[config.mk]
export PLATFORM = sky130hd
export DESIGN_NAME = selection_sort_engine
export DESIGN_NICKNAME = d
export VERILOG_FILES = /design/src/rtl/sort_pkg.sv /design/src/rtl/sort_cmp.sv /design/src/rtl/selection_sort_engine.sv
export SDC_FILE = /design/constraint.sdc
export NUM_CORES = 1
export LEC_CHECK = 0
export BUFFER_PORTS_ARGS = -buffer_cell sky130_fd_sc_hd__buf_4
export CORE_UTILIZATION = 30
export DETAILED_ROUTE_END_ITERATION = 6
export GPL_ROUTABILITY_DRIVEN = 0
export MAX_ROUTING_LAYER = met4
export PLACE_DENSITY = 0.48
export SETUP_SLACK_MARGIN = 0.1
export SKIP_CTS_REPAIR_TIMING = 1
export SYNTH_ARGS = -nofsm -noshare
export SYNTH_HDL_FRONTEND = slang
export SYNTH_SLANG_ARGS = --single-unit
[constraint.sdc]
create_clock -name i_clk -period 9.2 [get_ports i_clk]
set_clock_uncertainty 0.2 [all_clocks]
set_input_delay 0.46 -clock i_clk [delete_from_list [all_inputs] [get_ports i_clk]]
set_output_delay 0.46 -clock i_clk [all_outputs]
set_load 0.05 [all_outputs]
[src/rtl/sort_pkg.sv]
// Shared definitions for the selection sort engine.
//  - sort_state_t : FSM state encoding (also driven out on the debug state port)
//  - ORDER_* / CMP_* : meaning of the i_descending / i_signed mode bits
package sort_pkg;

  typedef enum logic [2:0] {
    IDLE  = 3'd0,
    RD_I  = 3'd1,
    LAT_I = 3'd2,
    RD_J  = 3'd3,
    CMP_J = 3'd4,
    WR_I  = 3'd5,
    WR_M  = 3'd6,
    DONE  = 3'd7
  } sort_state_t;

  localparam logic ORDER_ASC    = 1'b0;
  localparam logic ORDER_DESC   = 1'b1;
  localparam logic CMP_UNSIGNED = 1'b0;
  localparam logic CMP_SIGNED   = 1'b1;

endpackage

[src/rtl/sort_cmp.sv]
// Combinational "better" test for the selection sort engine.
// Ports:
//  i_cand       candidate value (just read from RAM)
//  i_best       current best (min for ascending, max for descending)
//  i_signed     1: two's-complement compare, 0: unsigned
//  i_descending 1: strict greater-than wins, 0: strict less-than wins
//  o_better     1 when i_cand must replace i_best
// Equal values never win, so the first occurrence of the extreme is kept.
module sort_cmp
  import sort_pkg::*;
#(
  parameter int SIZE_DATA = 8
) (
  input  logic [SIZE_DATA-1:0] i_cand,
  input  logic [SIZE_DATA-1:0] i_best,
  input  logic                 i_signed,
  input  logic                 i_descending,
  output logic                 o_better
);

  logic lt;
  logic gt;

  always_comb begin
    if (i_signed == CMP_SIGNED) begin
      lt = $signed(i_cand) < $signed(i_best);
      gt = $signed(i_cand) > $signed(i_best);
    end else begin
      lt = i_cand < i_best;
      gt = i_cand > i_best;
    end
    o_better = (i_descending == ORDER_DESC) ? gt : lt;
  end

endmodule

[src/rtl/selection_sort_engine.sv]
// In-place selection sorter mastering a single-port RAM with 1-cycle registered read.
// Ports:
//  i_clk, i_rst_n           clock (rising edge), synchronous active-low reset
//  i_start                  start pulse, sampled only in IDLE
//  i_base_addr, i_num_elems window start address and element count (0..2**SIZE_ADDR)
//  i_descending, i_signed   sort order and compare signedness for the run
//  o_busy, o_done           busy from the cycle after start through DONE; one-cycle done pulse
//  o_swap_cnt               swaps in the last run (saturating), held until the next start
//  o_ram_*                  RAM read/write strobes, address, write data
//  i_ram_rdata              RAM read data, valid the cycle after o_ram_rd_en
//  o_dbg_state              current FSM state
// Handshake: the host raises i_start for one cycle while o_busy is low; the parameters are
// captured on that edge; o_done pulses once when the window is sorted. Starts while busy
// are dropped.
// All outputs are registered: the RAM controls for a state are decoded from the next state
// so that the strobe is on the bus during that state's cycle.
module selection_sort_engine
  import sort_pkg::*;
#(
  parameter int SIZE_ADDR = 8,
  parameter int SIZE_DATA = 8,
  parameter int SIZE_CNT  = 16
) (
  input  logic                 i_clk,
  input  logic                 i_rst_n,
  input  logic                 i_start,
  input  logic [SIZE_ADDR-1:0] i_base_addr,
  input  logic [SIZE_ADDR:0]   i_num_elems,
  input  logic                 i_descending,
  input  logic                 i_signed,
  output logic                 o_busy,
  output logic                 o_done,
  output logic [SIZE_CNT-1:0]  o_swap_cnt,
  output logic                 o_ram_rd_en,
  output logic                 o_ram_wr_en,
  output logic [SIZE_ADDR-1:0] o_ram_addr,
  output logic [SIZE_DATA-1:0] o_ram_wdata,
  input  logic [SIZE_DATA-1:0] i_ram_rdata,
  output logic [2:0]           o_dbg_state
);

  localparam logic [SIZE_ADDR:0]  IDX_ONE = 1;
  localparam logic [SIZE_ADDR:0]  IDX_TWO = 2;
  localparam logic [SIZE_CNT-1:0] CNT_ONE = 1;

  sort_state_t          state_q, state_d;
  logic [SIZE_ADDR-1:0] base_q, base_d;
  logic [SIZE_ADDR:0]   n_q, n_d;
  logic                 desc_q, desc_d;
  logic                 signed_q, signed_d;
  logic [SIZE_ADDR:0]   i_q, i_d;
  logic [SIZE_ADDR:0]   j_q, j_d;
  logic [SIZE_ADDR:0]   min_idx_q, min_idx_d;
  logic [SIZE_DATA-1:0] min_val_q, min_val_d;
  logic [SIZE_DATA-1:0] val_i_q, val_i_d;
  logic [SIZE_CNT-1:0]  swap_cnt_q, swap_cnt_d;
  logic                 busy_q, busy_d;
  logic                 done_q, done_d;
  logic                 rd_en_q, rd_en_d;
  logic                 wr_en_q, wr_en_d;
  logic [SIZE_ADDR-1:0] addr_q, addr_d;
  logic [SIZE_DATA-1:0] wdata_q, wdata_d;

  logic better;
  logic last_pass;

  sort_cmp #(.SIZE_DATA(SIZE_DATA)) u_cmp (
    .i_cand       (i_ram_rdata),
    .i_best       (min_val_q),
    .i_signed     (signed_q),
    .i_descending (desc_q),
    .o_better     (better)
  );

  // i == n-2 is the final outer pass (n >= 2 whenever this is consulted).
  assign last_pass = (i_q == n_q - IDX_TWO);

  always_comb begin
    state_d    = state_q;
    base_d     = base_q;
    n_d        = n_q;
    desc_d     = desc_q;
    signed_d   = signed_q;
    i_d        = i_q;
    j_d        = j_q;
    min_idx_d  = min_idx_q;
    min_val_d  = min_val_q;
    val_i_d    = val_i_q;
    swap_cnt_d = swap_cnt_q;

    unique case (state_q)
      IDLE: begin
        if (i_start) begin
          base_d     = i_base_addr;
          n_d        = i_num_elems;
          desc_d     = i_descending;
          signed_d   = i_signed;
          swap_cnt_d = '0;
          i_d        = '0;
          state_d    = (i_num_elems < IDX_TWO) ? DONE : RD_I;
        end
      end
      RD_I: state_d = LAT_I;
      LAT_I: begin
        val_i_d   = i_ram_rdata;
        min_val_d = i_ram_rdata;
        min_idx_d = i_q;
        j_d       = i_q + IDX_ONE;
        state_d   = RD_J;
      end
      RD_J: state_d = CMP_J;
      CMP_J: begin
        if (better) begin
          min_val_d = i_ram_rdata;
          min_idx_d = j_q;
        end
        if (j_q == n_q - IDX_ONE) begin
          // Decide on the post-compare min_idx so a last-element winner still swaps.
          if (min_idx_d != i_q) begin
            state_d = WR_I;
          end else if (last_pass) begin
            state_d = DONE;
          end else begin
            i_d     = i_q + IDX_ONE;
            state_d = RD_I;
          end
        end else begin
          j_d     = j_q + IDX_ONE;
          state_d = RD_J;
        end
      end
      WR_I: state_d = WR_M;
      WR_M: begin
        if (swap_cnt_q != '1) swap_cnt_d = swap_cnt_q + CNT_ONE;
        if (last_pass) begin
          state_d = DONE;
        end else begin
          i_d     = i_q + IDX_ONE;
          state_d = RD_I;
        end
      end
      DONE: state_d = IDLE;
      default: state_d = IDLE;
    endcase

    // Registered outputs for the cycle spent in state_d.
    busy_d  = (state_d != IDLE);
    done_d  = (state_d == DONE);
    rd_en_d = (state_d == RD_I) || (state_d == RD_J);
    wr_en_d = (state_d == WR_I) || (state_d == WR_M);
    addr_d  = '0;
    wdata_d = '0;
    case (state_d)
      RD_I:    addr_d = base_d + i_d[SIZE_ADDR-1:0];
      RD_J:    addr_d = base_d + j_d[SIZE_ADDR-1:0];
      WR_I: begin
        addr_d  = base_d + i_d[SIZE_ADDR-1:0];
        wdata_d = min_val_d;
      end
      WR_M: begin
        addr_d  = base_d + min_idx_d[SIZE_ADDR-1:0];
        wdata_d = val_i_d;
      end
      default: ;
    endcase
  end

  always_ff @(posedge i_clk) begin
    if (!i_rst_n) begin
      state_q    <= IDLE;
      base_q     <= '0;
      n_q        <= '0;
      desc_q     <= 1'b0;
      signed_q   <= 1'b0;
      i_q        <= '0;
      j_q        <= '0;
      min_idx_q  <= '0;
      min_val_q  <= '0;
      val_i_q    <= '0;
      swap_cnt_q <= '0;
      busy_q     <= 1'b0;
      done_q     <= 1'b0;
      rd_en_q    <= 1'b0;
      wr_en_q    <= 1'b0;
      addr_q     <= '0;
      wdata_q    <= '0;
    end else begin
      state_q    <= state_d;
      base_q     <= base_d;
      n_q        <= n_d;
      desc_q     <= desc_d;
      signed_q   <= signed_d;
      i_q        <= i_d;
      j_q        <= j_d;
      min_idx_q  <= min_idx_d;
      min_val_q  <= min_val_d;
      val_i_q    <= val_i_d;
      swap_cnt_q <= swap_cnt_d;
      busy_q     <= busy_d;
      done_q     <= done_d;
      rd_en_q    <= rd_en_d;
      wr_en_q    <= wr_en_d;
      addr_q     <= addr_d;
      wdata_q    <= wdata_d;
    end
  end

  assign o_busy      = busy_q;
  assign o_done      = done_q;
  assign o_swap_cnt  = swap_cnt_q;
  assign o_ram_rd_en = rd_en_q;
  assign o_ram_wr_en = wr_en_q;
  assign o_ram_addr  = addr_q;
  assign o_ram_wdata = wdata_q;
  assign o_dbg_state = state_q;

endmodule

==> flow_metrics.tcl <==
set metrics [dict create \
    routedWlPerCell_um 16.71 \
    cts.sinks 101 \
    synth_seq_cells 101 \
    syn-num-nets 793 \
    worstHoldStart "i_descending" \
    arrival_ns 5.47 \
    maxSlewHeadroom_pct 39.44 \
    synth_enable_flop_cells 0 \
    min_period_ns 5.444 \
    p_sw_w 0.0005951 \
    finalHoldViolCount 0 \
    yosysTopAreaCell "dfxtp_1" \
    max-clock-path-buffers 2 \
    synth.area.top_cells "dfxtp_1 34%, nand2_1 7.2%, a21oi_1 5.2%" \
    cap_violations 0 \
    finalPower_w 0.001486 \
    r2r_end "o_ram_addr[7]" \
    htreeDepth 3 \
    timing.final.crit_share_pct 59.18 \
    reg2reg_from "n_q[1]" \
    rows 51 \
    path_class "register to register" \
    initialDrtViolationCount 247 \
    insertion_delay_ns 0.36 \
    drive_gt1_share_pct 14.76 \
    num-nets-final 826 \
    cts_tree "done" \
    area_delta_synth_final_pct 15.51 \
    tightest_slew_ns 0.9085 \
    synth_cell_types 73 \
    die_y_um 143.0 \
    io_buffers 68 \
    critPathRequiredTime_ns 9.23 \
    worstHoldEndpoint "desc_q" \
    status "finished clean" \
    seq_area_frac_synth_pct 33.88 \
    grt_usage_pct 18.22 \
    p_sw_share_pct 40.04 \
    coreArea_um2 19460 \
    syn-cell-area_um2 5968 \
    wl_um 17450 \
    grt_max_degree 65 \
    dr.pass1.iters 5 \
    cts_root_buf "clkbuf_16" \
    setup_violations 0 \
    area.sequential_um2 2022 \
    yosysTopAreaCellShare_pct 33.88 \
    final_cell_mix "115 x nand2_1, 101 x dfxtp_1, 72 x buf_4" \
    antenna_found_initial 0 \
    syn_avg_cell_area_um2 8.054 \
    power_density_nw_per_um2 215.6 \
    peakVddDrop_mv 0.1022 \
    num-fill-cells 2088 \
    yosysWarnings 0 \
    synthCells 741 \
    hold_class "input pin to register" \
    pin_count 69 \
    gr-total-overflow 0 \
    dr_total_vias 5227 \
    drv_slew 0 \
    pwr-share-clk_pct 26.7 \
    p_leak_nw 2.825 \
    start_util_pct 30.67 \
    fp.dieArea_um2 20460 \
    p_comb_share_pct 37.6 \
    synth_ff_type "dfxtp_1" \
    clk_pin_slew_worst_paths_ns 0.07 \
    grt_pass1_wl_um 27340 \
    cp-start-kind "register" \
    crit_fanout 11 \
    grt_pass1_vias 4916 \
    antenna_left 0 \
    p_int_w 0.0008914 \
    dp_hpwl_um 12620 \
    async_flop_share_pct 0 \
    final_common_cell "nand2_1" \
    via_per_inst 5.007 \
    drc 0 \
    multi_input_area_um2 3625 \
    seq_power_share_pct 35.7 \
    diodes 0 \
    hold_depth 3 \
    fmax_ghz 0.1837 \
    r2r_slack_ns 3.76 \
    worstSetupEndpointType "register" \
    postLayoutCoreUtil_pct 35.42 \
    rsz0062_at_grt "false" \
    fin_tns_setup_ns 0 \
    numCtsBuffers 9 \
    reg2reg_depth 23 \
    fp.dieW_um 143.0 \
]
through the flow:
step                      std cells  setup slack, ns  area (um^2)  hold WS, ns
after floorplan                 741            4.207         5968       0.2404
after global placement         1028            3.715         6594       0.2504
after detailed placement       1028            3.628         6594       0.2559
after CTS                      1044            3.758         6894       0.1428
after global routing           1044            3.261         6894       0.1562
final                          1044            3.756         6894       0.1503
logic make-up (layout without fill, tap and decap cells):
kind of cell	after synthesis	count (layout)	share of synthesized area (%)
and+or+nand+nor	304	304	24.72
adders and majority gates	22	22	4.738
xor gates and xnor gates	61	61	8.952
buffers and inverters	70	108	5.388
muxes	24	24	4.088
AOI/OAI and AO/OA	159	159	18.24
DFF	101	101	33.88
sequential cells by signal, summed over array words and instances, names as in the netlist:
name         cells
o_swap_cnt      16
i_q              9
j_q              9
min_idx_q        9
n_q              9
base_q           8
min_val_q        8
o_ram_addr       8
o_ram_wdata      8
val_i_q          8
o_dbg_state      3
desc_q           1
o_busy           1
o_done           1
o_ram_rd_en      1
o_ram_wr_en      1
signed_q         1
cell usage after synthesis (7+ instances only):
| library cell | n |
|---|---|
| mux2i_1 | 21 |
| buf_2 | 8 |
| dfxtp_1 | 101 |
| nand3_1 | 12 |
| o21ai_0 | 14 |
| o221ai_1 | 7 |
| and3_1 | 20 |
| nand4_1 | 8 |
| ha_1 | 21 |
| inv_1 | 20 |
| nor4_1 | 7 |
| nor3_1 | 16 |
| nor2_1 | 66 |
| nand2_1 | 115 |
| o22ai_1 | 8 |
| a221o_1 | 7 |
| clkbuf_1 | 32 |
| xnor2_1 | 28 |
| and2_1 | 16 |
| or3_1 | 7 |
| xor2_1 | 33 |
| a21oi_1 | 62 |
| o31ai_1 | 8 |
| nor2b_1 | 9 |
power by group through the flow:
stage / sequential, W / clock, W / combinational (W)
3_5_place_dp: 0.000541 / 0 / 0.000560
5_1_grt: 0.000539 / 0.000424 / 0.000616
4_1_cts: 0.000531 / 0.000408 / 0.000563
6_report: 0.000531 / 0.000397 / 0.000559
2_1_floorplan: 0.000573 / 0 / 0.000377
3_3_place_gp: 0.000542 / 0 / 0.000563
how the worst max path moves through the flow:
stage,from,endpoint,slack [ns]
final,n_q[1],o_ram_addr[7],3.76
after global placement,i_ram_rdata[1],o_ram_addr[7],3.72
after detailed placement,i_ram_rdata[1],o_ram_addr[7],3.63
after CTS,n_q[1],o_ram_addr[7],3.76
after global routing,n_q[3],o_ram_addr[7],3.26
after floorplan,i_ram_rdata[1],o_ram_addr[7],4.21
final cells by class:
cell class,instances,area share (%)
Multi-Input combinational cell,570,52.58
Sequential cell,101,29.33
Timing Repair Buffer,72,7.840
Tap cell,265,4.809
Clock buffer,10,3.321
Inverter,20,1.089
Clock inverter,6,1.034
routing by layer:
metal | GRT usage, % | wire length [um] | part of all wire (%) | vias up
met2 | 28.52 | 8124 | 47 | 97
li1 | - | - | - | 2652
met3 | 2.783 | 814 | 4.7 | 24
met4 | 6.621 | 460 | 2.6 | 0
met1 | 23.62 | 8049 | 46 | 2454
met5 | - | 0 | 0 | -
worst max-delay path: stages, from the launching register on:
cell	delay [ns]
dfxtp_1	0.46
inv_1	0.12
ha_1	0.22
a21bo_2	0.25
or3_1	0.35
a21o_1	0.19
a21oi_2	0.17
nand3_2	0.25
nor2_1	0.21
o31a_1	0.22
and2_1	0.29
or2_2	0.23
o221ai_1	0.12
ha_1	0.30
a21o_1	0.15
a21oi_1	0.21
o21bai_1	0.08
a21oi_1	0.22
o21ai_0	0.15
xor2_1	0.31
nand2_1	0.11
mux2_2	0.27
o22ai_1	0.16
nor4_2	0.05
(Power assumes the default switching activity.)
